<file path="config.mk">
export PLATFORM = sky130hd
export DESIGN_NAME = cursor_pos_ctrl
export DESIGN_NICKNAME = d
export VERILOG_FILES = /design/src/rtl/cursor_pkg.sv /design/src/rtl/cursor_axis_acc.sv /design/src/rtl/cursor_pos_ctrl.sv
export SDC_FILE = /design/constraint.sdc
export NUM_CORES = 1
export LEC_CHECK = 0
export CORE_MARGIN = 2
export CORE_UTILIZATION = 35
export CTS_BUF_LIST = sky130_fd_sc_hd__clkbuf_4 sky130_fd_sc_hd__clkbuf_8 sky130_fd_sc_hd__clkbuf_16
export DETAILED_ROUTE_END_ITERATION = 10
export DONT_BUFFER_PORTS = 1
export PLACE_DENSITY = 0.56
export SYNTH_ARGS = -nofsm -noshare
export SYNTH_HDL_FRONTEND = slang
export SYNTH_SLANG_ARGS = --single-unit
</file>
<file path="constraint.sdc">
create_clock -name clk -period 3.1 [get_ports clk]
set_input_delay 0.93 -clock clk [delete_from_list [all_inputs] [get_ports clk]]
set_output_delay 0.93 -clock clk [all_outputs]
set_load 0.02 [all_outputs]
</file>
<file path="src/rtl/cursor_pkg.sv">
// Shared types and constants for the cursor position controller.
// Holds the write-sequencer state encoding, default screen geometry and the
// saturating clamp used by both axis accumulators.
package cursor_pkg;

  localparam int POS_W    = 12;
  localparam int X_MAX_D  = 639;
  localparam int Y_MAX_D  = 479;
  localparam int X_INIT_D = 320;
  localparam int Y_INIT_D = 240;

  typedef enum logic [1:0] {
    IDLE = 2'd0,
    WR_X = 2'd1,
    WR_Y = 2'd2,
    WR_B = 2'd3
  } state_t;

  // Saturate a signed (POS_W+2)-bit sum into [0, max].
  function automatic logic [POS_W-1:0] clamp_pos(input logic signed [POS_W+1:0] sum,
                                                 input logic [POS_W-1:0]        max);
    logic signed [POS_W+1:0] max_s;
    max_s = $signed({2'b00, max});
    if (sum[POS_W+1])
      clamp_pos = '0;
    else if (sum > max_s)
      clamp_pos = max;
    else
      clamp_pos = sum[POS_W-1:0];
  endfunction

endpackage

</file>
<file path="src/rtl/cursor_axis_acc.sv">
// One cursor axis: position register, signed delta add, clamp to [0, MAX]
// and load of the INIT position. pos_nxt exposes the value the register
// takes on the coming edge so the write sequencer can launch it directly.
module cursor_axis_acc
  import cursor_pkg::*;
#(
  parameter int XW   = POS_W,
  parameter int DW   = 9,
  parameter int MAX  = X_MAX_D,
  parameter int INIT = X_INIT_D
) (
  input  logic                 clk,
  input  logic                 reset,
  input  logic                 load_init,
  input  logic                 add_en,
  input  logic signed [DW-1:0] delta,
  output logic        [XW-1:0] pos,
  output logic        [XW-1:0] pos_nxt
);

  localparam logic [XW-1:0] MAX_V  = XW'(MAX);
  localparam logic [XW-1:0] INIT_V = XW'(INIT);

  logic signed [XW+1:0] delta_ext;
  logic signed [XW+1:0] sum;

  // Next position: recenter beats an add; otherwise hold.
  always_comb begin
    delta_ext = {{(XW+2-DW){delta[DW-1]}}, delta};
    sum       = $signed({2'b00, pos}) + delta_ext;
    if (load_init)
      pos_nxt = INIT_V;
    else if (add_en)
      pos_nxt = clamp_pos(sum, MAX_V);
    else
      pos_nxt = pos;
  end

  // Position register, starts centred.
  always_ff @(posedge clk or posedge reset) begin
    if (reset)
      pos <= INIT_V;
    else
      pos <= pos_nxt;
  end

endmodule

</file>
<file path="src/rtl/cursor_pos_ctrl.sv">
// Cursor position controller: accumulates signed mouse deltas into a clamped
// absolute position and writes X then Y into the cursor PIO registers over an
// Avalon-MM master port. A recenter request returns the cursor to its initial
// position and rewrites the PIOs; one arriving mid-sequence is held pending
// and replayed as soon as the current sequence completes.
// Optional: define CURSOR_BTN_EN to register delta_btn on accept and append a
// third write of the button bits to ADDR_B.
module cursor_pos_ctrl
  import cursor_pkg::*;
#(
  parameter int XW     = POS_W,
  parameter int DW     = 9,
  parameter int X_MAX  = X_MAX_D,
  parameter int Y_MAX  = Y_MAX_D,
  parameter int X_INIT = X_INIT_D,
  parameter int Y_INIT = Y_INIT_D,
  parameter int AW     = 4,
  parameter int ADDR_X = 0,
  parameter int ADDR_Y = 1,
  parameter int ADDR_B = 2
) (
  input  logic                 clk,
  input  logic                 reset,
  input  logic                 delta_valid,
  output logic                 delta_ready,
  input  logic signed [DW-1:0] delta_dx,
  input  logic signed [DW-1:0] delta_dy,
  input  logic        [2:0]    delta_btn,
  input  logic                 recenter,
  output logic        [AW-1:0] avm_address,
  output logic                 avm_chipselect,
  output logic                 avm_write_n,
  output logic        [31:0]   avm_writedata,
  input  logic                 avm_waitrequest,
  output logic                 busy,
  output logic        [XW-1:0] cur_x,
  output logic        [XW-1:0] cur_y
);

  state_t         state;
  logic           rc_pend;
  logic           accept;
  logic           add_en;
  logic           last_wr;
  logic           restart;
  logic           load_init;
  logic [XW-1:0]  x_nxt;
  logic [XW-1:0]  y_nxt_unused;

  // delta_ready is only ever high in IDLE, so accept implies IDLE.
  assign accept    = delta_valid & delta_ready;
  assign add_en    = accept & ~recenter;
`ifdef CURSOR_BTN_EN
  assign last_wr   = (state == WR_B) & ~avm_waitrequest;
`else
  assign last_wr   = (state == WR_Y) & ~avm_waitrequest;
`endif
  assign restart   = last_wr & (rc_pend | recenter);
  assign load_init = ((state == IDLE) & recenter) | restart;

  cursor_axis_acc #(.XW(XW), .DW(DW), .MAX(X_MAX), .INIT(X_INIT)) u_acc_x (
    .clk       (clk),
    .reset     (reset),
    .load_init (load_init),
    .add_en    (add_en),
    .delta     (delta_dx),
    .pos       (cur_x),
    .pos_nxt   (x_nxt)
  );

  cursor_axis_acc #(.XW(XW), .DW(DW), .MAX(Y_MAX), .INIT(Y_INIT)) u_acc_y (
    .clk       (clk),
    .reset     (reset),
    .load_init (load_init),
    .add_en    (add_en),
    .delta     (delta_dy),
    .pos       (cur_y),
    .pos_nxt   (y_nxt_unused)
  );

`ifdef CURSOR_BTN_EN
  logic [2:0] btn_q;

  // Capture the buttons with the delta they arrived with.
  always_ff @(posedge clk or posedge reset) begin
    if (reset)
      btn_q <= '0;
    else if (accept)
      btn_q <= delta_btn;
  end
`else
  logic unused_btn;
  assign unused_btn = ^{delta_btn, ADDR_B};
`endif

  // Write sequencer: launches X from the value being loaded this edge, then Y
  // (and buttons), holding every avm_* output while the slave stalls.
  always_ff @(posedge clk or posedge reset) begin
    if (reset) begin
      state          <= IDLE;
      delta_ready    <= 1'b0;
      busy           <= 1'b0;
      avm_chipselect <= 1'b0;
      avm_write_n    <= 1'b1;
      avm_address    <= '0;
      avm_writedata  <= '0;
      rc_pend        <= 1'b0;
    end else begin
      if ((state != IDLE) && recenter)
        rc_pend <= 1'b1;
      case (state)
        IDLE: begin
          if (accept || recenter) begin
            state          <= WR_X;
            delta_ready    <= 1'b0;
            busy           <= 1'b1;
            avm_chipselect <= 1'b1;
            avm_write_n    <= 1'b0;
            avm_address    <= AW'(ADDR_X);
            avm_writedata  <= {{(32-XW){1'b0}}, x_nxt};
          end else begin
            delta_ready    <= 1'b1;
          end
        end
        WR_X: begin
          if (!avm_waitrequest) begin
            state         <= WR_Y;
            avm_address   <= AW'(ADDR_Y);
            avm_writedata <= {{(32-XW){1'b0}}, cur_y};
          end
        end
`ifdef CURSOR_BTN_EN
        WR_Y: begin
          if (!avm_waitrequest) begin
            state         <= WR_B;
            avm_address   <= AW'(ADDR_B);
            avm_writedata <= {29'b0, btn_q};
          end
        end
`endif
        default: ;
      endcase
      // Final write done: replay a pending recenter straight away or go idle.
      if (last_wr) begin
        if (restart) begin
          state         <= WR_X;
          rc_pend       <= 1'b0;
          avm_address   <= AW'(ADDR_X);
          avm_writedata <= {{(32-XW){1'b0}}, x_nxt};
        end else begin
          state          <= IDLE;
          busy           <= 1'b0;
          delta_ready    <= 1'b1;
          avm_chipselect <= 1'b0;
          avm_write_n    <= 1'b1;
        end
      end
    end
  end

endmodule

</file>
==> impl_metrics.yaml <==
timing:
  hold_viol: 0
  clock.fmax_mhz: 326
  worst_pin_slew_ps: 614
  slew_violations: 0
  rsz0062_at_grt: "true"
  finalSetupViolCount: 0
  period_share_pct: 99.0
  relSlewSlack_pct: 58.9
  finalCriticalPeriod_ps: 3070
  worst_slack_ps: 31.9
  clock_skew_ps: 6.43
synth:
  syn_avg_cell_area_um2: 9.60
  ys_seq_area_share_pct: 41.7
  synth_edf_count: 0
  synth_nets: 475
  ys_types: 66
  synth_seq_cells: 67
  synth_cells: 421
  async_flop_share_pct: 100
  synth_ff_type: "dfrtp_1"
  yosys_warnings: 0
  syn_area_um2: 4040
floorplanning:
  std_cell_rows: 39
  start_util_pct: 35.7
  coreArea_um2: 11300
  fp.dieH_um: 111
  io_pins: 90
  die-area_um2: 12400
  die-width_um: 111
routing:
  avgRoutedWirePerCell_um: 17.3
  ant_nets: 0
  top_layer: "met4"
  drc_errors: 0
  route.met2.wl_um: 5230
  drt_iter0_markers: 223
  wl_met3_um: 791
  route.vias.total: 3492
  routed_wl_um: 11300
  drt-pass1-iter-count: 4
  avgViaCountPerCell: 5.34
  wl_met1_um: 5140
placed_design:
  place_ws_ps: -500
  io_buffer_count: 0
  place_congestion: 0.874
  post-dp-hpwl_um: 8730
finish:
  syn_to_final_growth_pct: 31.4
  num-nets-final: 560
  num_antenna_cells: 0
  drive_above_1_share_pct: 29.5
  utilization_pct: 46.9
power_and_ir_drop:
  p_per_area_nw_per_um2: 942
  vdd_drop_max_mv: 0.479
  finalPower_mw: 5.00
  p_leak_nw: 2.52
critical_path:
  crit_arrival_ps: 3280
  worstPathMaxFanout: 5
  rrSetupSlack_ps: 120
  crit_slowest_cell: "or4_4"
  start_kind: "input pin"
  cpLargestDelayFamily: "compound AO/OA/AOI/OAI gates"
  critPathCaptureType: "flop"
  critical_path.cell_chain: "ha_4 > fa_2 > a21oi_2 > o22ai_2 > or4_4 > a22oi_2 > or3_1 > o211ai_2 > buf_6 > o2111ai_4 > o41ai_4 > a221o_1"
  crit_required_ps: 3310
  cp_num_buf_inv: 1
  path_class: "in -> reg"
  slowest_delay_ps: 440
clocking:
  clkTransAtPathRegs_ps: 50
  cts-root-buf: "clkbuf_16"
  cts_buffers: 9
  cts.path.max_buffers: 2
  clkSinkCount: 67
  htree_levels: 3
  worst_skew_pair.late_latency_ps: 330
  cts-hold-fix-buffers: 0
  cts_tree: "done"
global_routing:
  grt_pass1_vias: 3582
  grt-ovfl-total: 0
  grt_max_degree: 68
  globalRouteTotalUtil_pct: 18.5
  grt_pass1_wl_um: 18600
  antenna_found_initial: 0
min_path:
  hold_class: "reg -> reg"
run_status:
  run_status: "completed"
run:
  drv_cap: 0
per-stage QoR:
stage	instances	hold WS (ps)	setup TNS (ps)	area (um^2)
CTS	652	527	0	5260
global placement	627	515	-6860	4830
floorplan	421	492	-2450	4120
detailed placement	627	518	-7460	4830
global route	654	543	-438	5310
finish	654	520	0	5310
cells by family after synthesis:
family | count (synthesis) | share of synthesized area (%)
adders and majority gates | 28 | 9.04
buffers and inverters | 24 | 2.29
AOI/OAI and AO/OA | 126 | 23.0
muxes | 3 | 0.774
and+or+nand+nor | 156 | 19.4
DFF | 67 | 41.7
xor gates and xnor gates | 17 | 3.69
worst reg2reg max path: stages (launching register included):
cell and delay, ps:
dfrtp_1 540, ha_4 280, a21o_1 210, a221o_1 440, o211ai_4 300, a22o_1 240
xnor2_1 130, o211ai_1 150, buf_4 170, o41ai_2 280, a21o_1 170
cells in the mapped netlist, drive strengths merged, types with 3 or more instances:
cell | number | share of area (%)
o41ai | 3 | 1.3
xnor2 | 10 | 2.2
nand2 | 34 | 3.2
o211ai | 4 | 1.3
a221o | 8 | 2.0
clkbuf | 9 | 0.84
dfstp | 7 | 4.6
a21oi | 29 | 3.9
and3 | 5 | 0.77
and2 | 27 | 4.2
nand3 | 19 | 2.4
a31oi | 9 | 1.4
o21a | 6 | 1.1
nor2 | 38 | 3.8
nand2b | 5 | 0.77
a211oi | 6 | 1.4
a21o | 12 | 2.2
ha | 26 | 8.1
or2 | 3 | 0.46
nor3 | 12 | 1.5
inv | 11 | 1.0
o21ai | 24 | 3.0
buf | 4 | 0.43
dfrtp | 60 | 37
xor2 | 7 | 1.5
a211o | 4 | 0.87
nor2b | 3 | 0.53
o21bai | 3 | 0.56
routing by layer:
layer / vias up / GRT usage (%)
met4: 0 / 4.86
met2: 72 / 29.3
met1: 1695 / 24.6
li1: 1713 / -
met3: 12 / 5.88
met5: - / 0
path summary, 6_finish.rpt:
| kind | from | end | cells past startpoint |
|---|---|---|---|
| setup / recovery | delta_dy[0] | u_acc_y.pos[1] | 12 |
| hold / removal | avm_write_n | avm_write_n | 2 |
| setup reg to reg | u_acc_x.pos[5] | avm_writedata[8] | 10 |
| hold reg to reg | avm_write_n | avm_write_n | 2 |
| max in group asynchronous | reset | u_acc_y.pos[6] | 2 |
| min in group asynchronous | reset | avm_writedata[20] | 2 |
cells in the final DEF (no fill, tap or decap), drive strengths merged, types with 7 or more instances in the layout:
cell type	Yosys	final
inv	11	13
nor3	12	12
a21o	12	12
ha	26	26
nor2	38	38
a221o	8	8
a21oi	29	29
o21ai	24	24
nand2	34	34
and2	27	27
xnor2	10	10
dfrtp	60	60
a31oi	9	9
clkbuf	9	11
xor2	7	7
buf	4	87
dfstp	7	7
nand3	19	19
final cells by class:
type | instances | area (um^2)
Fill cell | 1071 | 6010
Multi-Input combinational cell | 330 | 2400
Sequential cell | 67 | 1690
Timing Repair Buffer | 87 | 669
Clock buffer | 11 | 246
Tap cell | 143 | 179
Clock inverter | 5 | 85.1
Inverter | 11 | 41.3
report_power, final:
| group | switching [mW] | internal, mW |
|---|---|---|
| clock network | 0.375 | 0.740 |
| logic | 1.26 | 1.16 |
| registers | 0.355 | 1.10 |
repair_timing:
| action | in CTS | in global routing |
|---|---|---|
| resized for setup | 4 | 9 |
| setup endpoints to repair | 5 | 19 |
| pin swaps | 4 | 3 |
| buffers inserted | 9 | 2 |
sequential cells by signal, indices dropped and copies added (netlist names), 2 cells and up:
register       count
u_acc_x.pos       12
u_acc_y.pos       12
avm_address        4
avm_writedata     32
state              2
Power figures use the tool's default switching activity.
